### config.mk
export PLATFORM = sky130hd
export DESIGN_NAME = uart_txrx
export DESIGN_NICKNAME = d
export VERILOG_FILES = /design/src/rtl/uart_pkg.sv /design/src/rtl/uart_baud_tick.sv /design/src/rtl/uart_txrx.sv
export SDC_FILE = /design/constraint.sdc
export NUM_CORES = 1
export LEC_CHECK = 0
export ABC_AREA = 1
export CAP_MARGIN = 10
export CELL_PAD_IN_SITES_DETAIL_PLACEMENT = 2
export CELL_PAD_IN_SITES_GLOBAL_PLACEMENT = 2
export CORE_MARGIN = 8
export CORE_UTILIZATION = 40
export CTS_BUF_LIST = sky130_fd_sc_hd__clkbuf_8
export DETAILED_ROUTE_END_ITERATION = 7
export DONT_BUFFER_PORTS = 1
export PLACE_DENSITY = 0.94
export SETUP_SLACK_MARGIN = 0.5
export SLEW_MARGIN = 20
export SYNTH_ARGS = -nofsm -noshare
export SYNTH_HDL_FRONTEND = slang
export SYNTH_SLANG_ARGS = --single-unit
### constraint.sdc
create_clock -name clk_29_pll -period 1.7 [get_ports clk_29_pll]
set_input_delay 0.17 -clock clk_29_pll [delete_from_list [all_inputs] [get_ports clk_29_pll]]
set_output_delay 0.17 -clock clk_29_pll [all_outputs]
set_load 0.01 [all_outputs]
### src/rtl/uart_pkg.sv
// Shared UART types, limits and bit-level helpers used by the UART core.
package uart_pkg;

  localparam int UART_OVS_MIN       = 8;
  localparam int UART_DATA_BITS_MAX = 8;

  typedef enum logic [2:0] {
    TX_IDLE   = 3'd0,
    TX_START  = 3'd1,
    TX_DATA   = 3'd2,
    TX_PARITY = 3'd3,
    TX_STOP   = 3'd4
  } tx_state_t;

  typedef enum logic [2:0] {
    RX_WAIT_IDLE = 3'd0,
    RX_IDLE      = 3'd1,
    RX_START     = 3'd2,
    RX_DATA      = 3'd3,
    RX_PARITY    = 3'd4,
    RX_STOP      = 3'd5
  } rx_state_t;

  // XOR of the low nbits of data, inverted for odd parity.
  function automatic logic uart_parity(input logic [UART_DATA_BITS_MAX-1:0] data,
                                       input int nbits, input logic odd);
    logic p;
    p = odd;
    for (int i = 0; i < UART_DATA_BITS_MAX; i++) begin
      p = p ^ (data[i] & (i < nbits));
    end
    return p;
  endfunction

  function automatic logic uart_maj3(input logic [2:0] s);
    return (s[0] & s[1]) | (s[0] & s[2]) | (s[1] & s[2]);
  endfunction

endpackage

### src/rtl/uart_baud_tick.sv
// Free-running divider producing a one-clock oversample tick every CLK_DIV clocks.
module uart_baud_tick #(
  parameter int CLK_DIV = 16
) (
  input  logic clk_i,
  input  logic rst_ni,
  output logic tick_o
);

  localparam int CW = (CLK_DIV > 1) ? $clog2(CLK_DIV) : 1;
  localparam logic [CW-1:0] CNT_LAST = CW'(CLK_DIV - 1);
  localparam logic [CW-1:0] CNT_ONE  = CW'(1);

  logic [CW-1:0] cnt_q, cnt_d;
  logic          tick_q;

  assign cnt_d  = (cnt_q == CNT_LAST) ? {CW{1'b0}} : cnt_q + CNT_ONE;
  assign tick_o = tick_q;

  // Counter and registered tick, high while the counter holds CLK_DIV-1.
  always_ff @(posedge clk_i or negedge rst_ni) begin
    if (!rst_ni) begin
      cnt_q  <= {CW{1'b0}};
      tick_q <= 1'b0;
    end else begin
      cnt_q  <= cnt_d;
      tick_q <= (cnt_d == CNT_LAST);
    end
  end

endmodule

### src/rtl/uart_txrx.sv
// Full-duplex UART with tick-enable timing, RX majority vote and error flags.
// Optional parity bit insertion/checking is enabled by defining UART_PARITY_EN.
module uart_txrx
  import uart_pkg::*;
#(
  parameter int CLK_DIV    = 16,
  parameter int OVERSAMPLE = 16,
  parameter int DATA_BITS  = 8,
  parameter int STOP_BITS  = 1,
  parameter int PARITY_ODD = 0
) (
  input  logic                 clk_29_pll,
  input  logic                 reset,
  input  logic                 rxd,
  output logic                 txd,
  input  logic [DATA_BITS-1:0] tx_data,
  input  logic                 tx_valid,
  output logic                 tx_ready,
  output logic [DATA_BITS-1:0] rx_data,
  output logic                 rx_valid,
  input  logic                 rx_ready,
  output logic                 framing_err,
  output logic                 parity_err,
  output logic                 overrun,
  input  logic                 err_clr
);

  if (OVERSAMPLE < UART_OVS_MIN || (OVERSAMPLE % 2) != 0) begin : g_bad_ovs
    $error("uart_txrx: OVERSAMPLE must be even and >= %0d", UART_OVS_MIN);
  end
  if (DATA_BITS < 5 || DATA_BITS > UART_DATA_BITS_MAX) begin : g_bad_db
    $error("uart_txrx: DATA_BITS must be 5..%0d", UART_DATA_BITS_MAX);
  end
  if (STOP_BITS < 1 || STOP_BITS > 2 || PARITY_ODD < 0 || PARITY_ODD > 1) begin : g_bad_fmt
    $error("uart_txrx: STOP_BITS must be 1..2 and PARITY_ODD 0..1");
  end

  localparam int TW = $clog2(OVERSAMPLE);
  localparam logic [TW-1:0] OVS_LAST   = TW'(OVERSAMPLE - 1);
  localparam logic [TW-1:0] OVS_CENTRE = TW'(OVERSAMPLE / 2 + 1);
  localparam logic [TW-1:0] TCNT_ONE   = TW'(1);
  localparam logic [2:0]    LAST_DATA  = 3'(DATA_BITS - 1);
  localparam logic [2:0]    LAST_STOP  = 3'(STOP_BITS - 1);

  logic tick_s;

  uart_baud_tick #(.CLK_DIV(CLK_DIV)) u_baud_tick (
    .clk_i (clk_29_pll),
    .rst_ni(reset),
    .tick_o(tick_s)
  );

  tx_state_t            tx_state_q, tx_state_d;
  logic                 txd_q, txd_d, tx_ready_q, tx_ready_d;
  logic [DATA_BITS-1:0] tx_shift_q, tx_shift_d;
  logic [TW-1:0]        tx_tcnt_q, tx_tcnt_d;
  logic [2:0]           tx_bcnt_q, tx_bcnt_d;
  logic                 tx_bit_end_s;
`ifdef UART_PARITY_EN
  logic                 tx_par_q, tx_par_d;
`endif

  assign tx_bit_end_s = tick_s && (tx_tcnt_q == OVS_LAST);

  // TX next-state: txd only moves on tick clocks; the start edge waits for the first tick.
  always_comb begin
    tx_state_d = tx_state_q;
    txd_d      = txd_q;
    tx_shift_d = tx_shift_q;
    tx_bcnt_d  = tx_bcnt_q;
    tx_tcnt_d  = tick_s ? ((tx_tcnt_q == OVS_LAST) ? {TW{1'b0}} : tx_tcnt_q + TCNT_ONE) : tx_tcnt_q;
`ifdef UART_PARITY_EN
    tx_par_d   = tx_par_q;
`endif
    case (tx_state_q)
      TX_IDLE: begin
        txd_d = 1'b1;
        if (tx_valid && tx_ready_q) begin
          tx_shift_d = tx_data;
          tx_state_d = TX_START;
`ifdef UART_PARITY_EN
          tx_par_d   = uart_parity(UART_DATA_BITS_MAX'(tx_data), DATA_BITS, PARITY_ODD != 0);
`endif
        end else begin
          tx_state_d = TX_IDLE;
        end
      end
      TX_START: begin
        if (tick_s && txd_q) begin
          txd_d     = 1'b0;
          tx_tcnt_d = {TW{1'b0}};
        end else if (tx_bit_end_s) begin
          txd_d      = tx_shift_q[0];
          tx_shift_d = tx_shift_q >> 1;
          tx_bcnt_d  = 3'd0;
          tx_state_d = TX_DATA;
        end else begin
          tx_state_d = TX_START;
        end
      end
      TX_DATA: begin
        if (tx_bit_end_s && tx_bcnt_q == LAST_DATA) begin
          tx_bcnt_d  = 3'd0;
`ifdef UART_PARITY_EN
          txd_d      = tx_par_q;
          tx_state_d = TX_PARITY;
`else
          txd_d      = 1'b1;
          tx_state_d = TX_STOP;
`endif
        end else if (tx_bit_end_s) begin
          tx_bcnt_d  = tx_bcnt_q + 3'd1;
          txd_d      = tx_shift_q[0];
          tx_shift_d = tx_shift_q >> 1;
        end else begin
          tx_state_d = TX_DATA;
        end
      end
`ifdef UART_PARITY_EN
      TX_PARITY: begin
        if (tx_bit_end_s) begin
          txd_d      = 1'b1;
          tx_state_d = TX_STOP;
        end else begin
          tx_state_d = TX_PARITY;
        end
      end
`endif
      TX_STOP: begin
        if (tx_bit_end_s && tx_bcnt_q == LAST_STOP) begin
          tx_state_d = TX_IDLE;
        end else if (tx_bit_end_s) begin
          tx_bcnt_d = tx_bcnt_q + 3'd1;
        end else begin
          tx_state_d = TX_STOP;
        end
      end
      default: begin
        tx_state_d = TX_IDLE;
        txd_d      = 1'b1;
      end
    endcase
    tx_ready_d = (tx_state_d == TX_IDLE);
  end

  // TX state registers; reset drives the line idle at once.
  always_ff @(posedge clk_29_pll or negedge reset) begin
    if (!reset) begin
      tx_state_q <= TX_IDLE;
      txd_q      <= 1'b1;
      tx_ready_q <= 1'b1;
      tx_shift_q <= {DATA_BITS{1'b0}};
      tx_tcnt_q  <= {TW{1'b0}};
      tx_bcnt_q  <= 3'd0;
    end else begin
      tx_state_q <= tx_state_d;
      txd_q      <= txd_d;
      tx_ready_q <= tx_ready_d;
      tx_shift_q <= tx_shift_d;
      tx_tcnt_q  <= tx_tcnt_d;
      tx_bcnt_q  <= tx_bcnt_d;
    end
  end

  rx_state_t            rx_state_q, rx_state_d;
  logic                 rxd_s1_q, rxd_s2_q;
  logic [2:0]           rx_samp_q, rx_samp_d;
  logic [TW-1:0]        rx_tcnt_q, rx_tcnt_d;
  logic [2:0]           rx_bcnt_q, rx_bcnt_d;
  logic [DATA_BITS-1:0] rx_shift_q, rx_shift_d, rx_data_q, rx_data_d;
  logic                 rx_valid_q, rx_valid_d, framing_err_q, framing_err_d;
  logic                 overrun_q, overrun_d;
  logic                 rx_vote_s, rx_centre_s, rx_done_s;
`ifdef UART_PARITY_EN
  logic                 rx_perr_q, rx_perr_d, parity_err_q, parity_err_d;
`endif

  assign rx_samp_d   = tick_s ? {rx_samp_q[1:0], rxd_s2_q} : rx_samp_q;
  assign rx_vote_s   = uart_maj3({rx_samp_q[1:0], rxd_s2_q});
  assign rx_centre_s = tick_s && (rx_tcnt_q == OVS_CENTRE);

  // RX next-state: the detecting tick is tick 0 of the start bit; votes happen at bit centres.
  always_comb begin
    rx_state_d = rx_state_q;
    rx_bcnt_d  = rx_bcnt_q;
    rx_shift_d = rx_shift_q;
    rx_done_s  = 1'b0;
    rx_tcnt_d  = tick_s ? ((rx_tcnt_q == OVS_LAST) ? {TW{1'b0}} : rx_tcnt_q + TCNT_ONE) : rx_tcnt_q;
`ifdef UART_PARITY_EN
    rx_perr_d  = rx_perr_q;
`endif
    case (rx_state_q)
      RX_WAIT_IDLE: rx_state_d = (tick_s && rxd_s2_q) ? RX_IDLE : RX_WAIT_IDLE;
      RX_IDLE: begin
        if (tick_s && !rxd_s2_q) begin
          rx_state_d = RX_START;
          rx_tcnt_d  = TCNT_ONE;
        end else begin
          rx_tcnt_d  = {TW{1'b0}};
        end
      end
      RX_START: begin
        if (rx_centre_s) begin
          rx_state_d = rx_vote_s ? RX_IDLE : RX_DATA;
          rx_bcnt_d  = 3'd0;
        end else begin
          rx_state_d = RX_START;
        end
      end
      RX_DATA: begin
        if (rx_centre_s) begin
          rx_shift_d = {rx_vote_s, rx_shift_q[DATA_BITS-1:1]};
          rx_bcnt_d  = (rx_bcnt_q == LAST_DATA) ? 3'd0 : rx_bcnt_q + 3'd1;
`ifdef UART_PARITY_EN
          rx_state_d = (rx_bcnt_q == LAST_DATA) ? RX_PARITY : RX_DATA;
`else
          rx_state_d = (rx_bcnt_q == LAST_DATA) ? RX_STOP : RX_DATA;
`endif
        end else begin
          rx_state_d = RX_DATA;
        end
      end
`ifdef UART_PARITY_EN
      RX_PARITY: begin
        if (rx_centre_s) begin
          rx_perr_d  = rx_vote_s ^ uart_parity(UART_DATA_BITS_MAX'(rx_shift_q), DATA_BITS, PARITY_ODD != 0);
          rx_state_d = RX_STOP;
        end else begin
          rx_state_d = RX_PARITY;
        end
      end
`endif
      RX_STOP: begin
        if (rx_centre_s) begin
          rx_done_s  = 1'b1;
          rx_state_d = rx_vote_s ? RX_IDLE : RX_WAIT_IDLE;
        end else begin
          rx_state_d = RX_STOP;
        end
      end
      default: rx_state_d = RX_WAIT_IDLE;
    endcase
  end

  // Completed frames overwrite the held byte; an unread overwrite marks overrun.
  always_comb begin
    rx_data_d     = rx_data_q;
    framing_err_d = framing_err_q;
    overrun_d     = (rx_done_s && rx_valid_q && !rx_ready) || (overrun_q && !err_clr);
`ifdef UART_PARITY_EN
    parity_err_d  = parity_err_q;
`endif
    if (rx_done_s) begin
      rx_data_d     = rx_shift_q;
      framing_err_d = !rx_vote_s;
      rx_valid_d    = 1'b1;
`ifdef UART_PARITY_EN
      parity_err_d  = rx_perr_q;
`endif
    end else begin
      rx_valid_d    = rx_valid_q && !rx_ready;
    end
  end

  // RX state, synchroniser and output registers.
  always_ff @(posedge clk_29_pll or negedge reset) begin
    if (!reset) begin
      rxd_s1_q      <= 1'b1;
      rxd_s2_q      <= 1'b1;
      rx_samp_q     <= 3'b111;
      rx_state_q    <= RX_WAIT_IDLE;
      rx_tcnt_q     <= {TW{1'b0}};
      rx_bcnt_q     <= 3'd0;
      rx_shift_q    <= {DATA_BITS{1'b0}};
      rx_data_q     <= {DATA_BITS{1'b0}};
      rx_valid_q    <= 1'b0;
      framing_err_q <= 1'b0;
      overrun_q     <= 1'b0;
    end else begin
      rxd_s1_q      <= rxd;
      rxd_s2_q      <= rxd_s1_q;
      rx_samp_q     <= rx_samp_d;
      rx_state_q    <= rx_state_d;
      rx_tcnt_q     <= rx_tcnt_d;
      rx_bcnt_q     <= rx_bcnt_d;
      rx_shift_q    <= rx_shift_d;
      rx_data_q     <= rx_data_d;
      rx_valid_q    <= rx_valid_d;
      framing_err_q <= framing_err_d;
      overrun_q     <= overrun_d;
    end
  end

`ifdef UART_PARITY_EN
  // Parity bit latched at TX handshake and RX parity result held for the frame.
  always_ff @(posedge clk_29_pll or negedge reset) begin
    if (!reset) begin
      tx_par_q     <= 1'b0;
      rx_perr_q    <= 1'b0;
      parity_err_q <= 1'b0;
    end else begin
      tx_par_q     <= tx_par_d;
      rx_perr_q    <= rx_perr_d;
      parity_err_q <= parity_err_d;
    end
  end
  assign parity_err = parity_err_q;
`else
  assign parity_err = 1'b0;
`endif

  assign txd         = txd_q;
  assign tx_ready    = tx_ready_q;
  assign rx_data     = rx_data_q;
  assign rx_valid    = rx_valid_q;
  assign framing_err = framing_err_q;
  assign overrun     = overrun_q;

endmodule

==> results of run 1 <==
-- kinds of logic after synthesis --
group | Yosys count | share of synthesized area
AOI/OAI and AO/OA | 44 | 0.0775
xor gates and xnor gates | 3 | 0.00880
adders and majority gates | 10 | 0.0419
buffers and inverters | 63 | 0.0872
DFF | 58 | 0.489
other | 1 | 0.00126
and+or+nand+nor | 182 | 0.295
-- per-stage QoR --
stage           util  setup WS, ps
2_1_floorplan      -           430
3_3_place_gp   0.433           190
3_5_place_dp   0.433          61.8
==> flow_metrics.env, run 1 <==
export IMPL_outcome="aborted with a tool error"
export IMPL_stop_stage="clock tree synthesis"
export IMPL_toolErrorMsg="[ERROR DPL-0033] detailed placement checks failed during check placement."
export IMPL_yosysUniqueCellTypes=33
export IMPL_yosysSeqAreaShare=0.489
export IMPL_cts_buffer_depth=2
export IMPL_synth_largest_area_cell="dfrtp_1"
export IMPL_synth_top_cell_area_share=0.436
export IMPL_synth_area_top_cells="dfrtp_1 44%, nand2_1 13%, inv_1 5.9%"
export IMPL_cts_sinks=58
export IMPL_start_util=0.412
export IMPL_hold_buffers=3
export IMPL_yosys_top_cells_count="105 x nand2_1, 52 x dfrtp_1, 47 x inv_1"
export IMPL_cts_resized=97
export IMPL_dpl_cell_area_um2=3140
export IMPL_io_pin_count=28
export IMPL_rows=31
export IMPL_cts_root_buf="clkbuf_8"
export IMPL_ys_ff_latch=58
export IMPL_post_cts_buffers=29
export IMPL_avgSynthCellArea_um2=8.27
export IMPL_globalplace_congestion=0.769
export IMPL_hpwl_um=6370
export IMPL_netlist_instances=361
export IMPL_syn_nets=385
export IMPL_syn_cell_area_um2=2990
export IMPL_htree_levels=3
export IMPL_yosysMostFrequentCell="nand2_1"
export IMPL_cts_inserted_buffers=9
export IMPL_die_w_um=102
export IMPL_synth_edf_count=0
export IMPL_yosys_warnings=0
export IMPL_die_h_um=102
export IMPL_ys_async_sr_fraction=1.00
export IMPL_place_inst=457
export IMPL_synthFlopType="dfrtp_1"
export IMPL_portBuffers=0
==> inputs of run 2 (changes only) <==
--- a/config.mk
+++ b/config.mk
@@ -7,15 +7,11 @@
 export LEC_CHECK = 0
 export ABC_AREA = 1
 export CAP_MARGIN = 10
-export CELL_PAD_IN_SITES_DETAIL_PLACEMENT = 2
-export CELL_PAD_IN_SITES_GLOBAL_PLACEMENT = 2
 export CORE_MARGIN = 8
 export CORE_UTILIZATION = 40
-export CTS_BUF_LIST = sky130_fd_sc_hd__clkbuf_8
 export DETAILED_ROUTE_END_ITERATION = 7
 export DONT_BUFFER_PORTS = 1
-export PLACE_DENSITY = 0.94
-export SETUP_SLACK_MARGIN = 0.5
+export PLACE_DENSITY_LB_ADDON = 0.15
 export SLEW_MARGIN = 20
 export SYNTH_ARGS = -nofsm -noshare
 export SYNTH_HDL_FRONTEND = slang
==> run 2 against run 1 <==
  * The flow now finishes without violations
  * Synthesized cell count did not move
  * Area after synthesis did not move
==> flow_metrics.env, run 2 <==
export IMPL_synth_top_cell_area_share=0.436
export IMPL_outcome="finished, final reports clean"
export IMPL_synthFlopType="dfrtp_1"
export IMPL_regArea_um2=1460
export IMPL_cts_buffer_depth=2
export IMPL_layout_commonest_cell="nand2_1"
export IMPL_p_sw_mw=0.791
export IMPL_synth_largest_area_cell="dfrtp_1"
export IMPL_crit_top_cell="nand2_1"
export IMPL_start_util=0.412
export IMPL_fmax_mhz=649
export IMPL_multi_input_area_um2=1270
export IMPL_pwr_share_clk=0.447
export IMPL_ys_ff_latch=58
export IMPL_overflow=0
export IMPL_die_h_um=102
export IMPL_cp_arrival_ps=1760
export IMPL_dpl_worst_slack_ps=138
export IMPL_globalplace_congestion=0.772
export IMPL_worstSetupEndpointType="flip-flop"
export IMPL_htree_levels=3
export IMPL_clk_latency_ps=330
export IMPL_whs_path_depth=4
export IMPL_cp_slowest_stage_delay_ps=390
export IMPL_drv_cap=0
export IMPL_hp_class="input pin to flip-flop"
export IMPL_post_cts_buffers=0
export IMPL_drt_iter0_drc=83
export IMPL_wire_per_inst_um=11.5
export IMPL_power_density_nw_per_um2=939
export IMPL_seqPwrFrac=0.462
export IMPL_crit_path_max_fanout=9
export IMPL_cts_sinks=58
export IMPL_worst_ep_required_time_ps=1920
export IMPL_io_pin_count=28
export IMPL_n_antenna_cell=0
export IMPL_yosysSeqAreaShare=0.489
export IMPL_yosysUniqueCellTypes=33
export IMPL_fin_crit_sh=0.906
export IMPL_grt_pass1_vias=2244
export IMPL_cts_root_buf="clkbuf_8"
export IMPL_grt_pass1_wl_um=9740
export IMPL_grt_max_degree=59
export IMPL_power_frac_comb=0.091
export IMPL_reg2reg_to="tx_shift_q[4]"
export IMPL_hpwl_um=4040
export IMPL_cts_inserted_buffers=9
export IMPL_hold_viol_final=0
export IMPL_syn_cell_area_um2=2990
export IMPL_total_power_mw=3.20
export IMPL_synth_area_top_cells="dfrtp_1 44%, nand2_1 13%, inv_1 5.9%"
export IMPL_worstHoldEndpoint="tx_shift_q[7]"
export IMPL_drv_slew=0
export IMPL_ys_async_sr_fraction=1.00
export IMPL_avgSynthCellArea_um2=8.27
export IMPL_rows=31
export IMPL_min_period_ps=1540
export IMPL_drive_gt1_frac=0.150
export IMPL_portBuffers=0
export IMPL_fin_skew_ps=6.81
export IMPL_yosys_top_cells_count="105 x nand2_1, 52 x dfrtp_1, 47 x inv_1"
export IMPL_dieArea_um2=10500
export IMPL_p_int_mw=2.41
export IMPL_ir_drop_v=0.000765
export IMPL_rr_worst_depth=8
export IMPL_cp_cell_sequence="ha_1 > nand4_4 > nand2_2 > inv_2 > nor2_8 > nand2_4 > nand2_1 > nand2_1"
export IMPL_die_w_um=102
export IMPL_critPathSlowestCell="dfrtp_1"
export IMPL_antenna_found_initial=0
export IMPL_clk_pin_slew_worst_paths_ps=70
export IMPL_hold_start="tx_data[7]"
export IMPL_num_vias=2274
export IMPL_worstReg2RegStart="tx_tcnt_q[0]"
export IMPL_yosys_warnings=0
export IMPL_startpoint_type="flip-flop"
export IMPL_finalWirelength_um=5500
export IMPL_cts_tree="done"
export IMPL_grtUsageTotal=0.118
export IMPL_nFillCells=713
export IMPL_switching_share=0.247
export IMPL_ant_nets=0
export IMPL_final_cell_mix="105 x nand2_1, 51 x dfrtp_1, 47 x inv_1, 33 x nand3_1, 20 x o21ai_0"
export IMPL_post_route_worst_setup_slack_ps=160
export IMPL_synth_edf_count=0
export IMPL_coreArea_um2=7250
export IMPL_drc=0
export IMPL_avgViaCountPerCell=4.74
export IMPL_worst_setup_path_type="flip-flop to flip-flop"
export IMPL_r2r_slack_ps=160
export IMPL_areaGrowthSynthToFinish_pct=14.1
export IMPL_tns_ps=0
export IMPL_netlist_instances=361
export IMPL_fin_nets=400
export IMPL_crit_family="simple AND/OR/NAND/NOR gates"
export IMPL_yosysMostFrequentCell="nand2_1"
export IMPL_p_leak_nw=1.74
export IMPL_drt_pass1_iterations=4
export IMPL_setup_viol=0
export IMPL_cp_num_buf_inv=1
export IMPL_dpl_cell_area_um2=3110
export IMPL_syn_nets=385
export IMPL_grt_setup_unrepaired="false"
export IMPL_final_cell_area_um2=3410
run 2: worst max path at each step:
stage | from | end | depth (start not counted)
5_1_grt | tx_tcnt_q[0] | tx_shift_q[5] | 8
3_3_place_gp | u_baud_tick.tick_o | rx_state_q[0] | 6
4_1_cts | u_baud_tick.tick_o | tx_shift_q[4] | 7
2_1_floorplan | tx_tcnt_q[0] | tx_shift_q[1] | 8
6_report | tx_tcnt_q[0] | tx_shift_q[4] | 8
3_5_place_dp | u_baud_tick.tick_o | tx_shift_q[4] | 7
run 2: logic make-up (layout without fill, tap and decap cells):
| group | after synthesis | after routing | share of synthesized area |
|---|---|---|---|
| and+or+nand+nor | 182 | 182 | 0.295 |
| buffers and inverters | 63 | 83 | 0.0872 |
| other | 1 | 1 | 0.00126 |
| AOI/OAI and AO/OA | 44 | 44 | 0.0775 |
| xor gates and xnor gates | 3 | 3 | 0.00880 |
| DFF | 58 | 58 | 0.489 |
| adders and majority gates | 10 | 10 | 0.0419 |
run 2: worst reg2reg max path, stage by stage (launching register included):
cell and delay, ps:
dfrtp_1 390, ha_1 290, nand4_4 200, nand2_2 120, inv_2 60, nor2_8 170, nand2_4 100, nand2_1 70
nand2_1 50
run 2: layout make-up:
cell class	count	area share
Clock buffer	10	0.0404
Sequential cell	58	0.429
Timing Repair Buffer	11	0.0331
Tap cell	99	0.0364
Clock inverter	6	0.0261
Inverter	56	0.0639
Multi-Input combinational cell	240	0.372
run 2: power groups by stage:
stage                     logic (mW)  clock network [mW]  registers [mW]
after global placement         0.248                   0            1.50
final                          0.292                1.43            1.48
after CTS                      0.296                1.47            1.48
after detailed placement       0.250                   0            1.50
after floorplan                0.197                   0            1.49
after global routing           0.341                1.54            1.49
run 2: timing repair:
action / CTS / global route
hold buffers: 5 / 0
endpoints found under the hold margin: 61 / 0
resized for setup: 0 / 1
setup endpoints to repair: 0 / 6
run 2: routing by layer:
metal	GRT usage	up-vias	share of wire
met5	0	-	0
li1	-	1180	-
met4	0.0564	0	0.017
met2	0.186	35	0.46
met3	0.0388	8	0.057
met1	0.142	1051	0.47
run 2: stage by stage:
| stage | hold slack, ps | instances | utilization |
|---|---|---|---|
| after floorplan | -126 | 361 | - |
| after global placement | -123 | 459 | 0.429 |
| after detailed placement | -123 | 459 | 0.429 |
| after CTS | 45.5 | 480 | 0.470 |
| after global routing | 74.2 | 480 | 0.470 |
| final | 60.7 | 480 | 0.470 |
(Power assumes the default switching activity.)
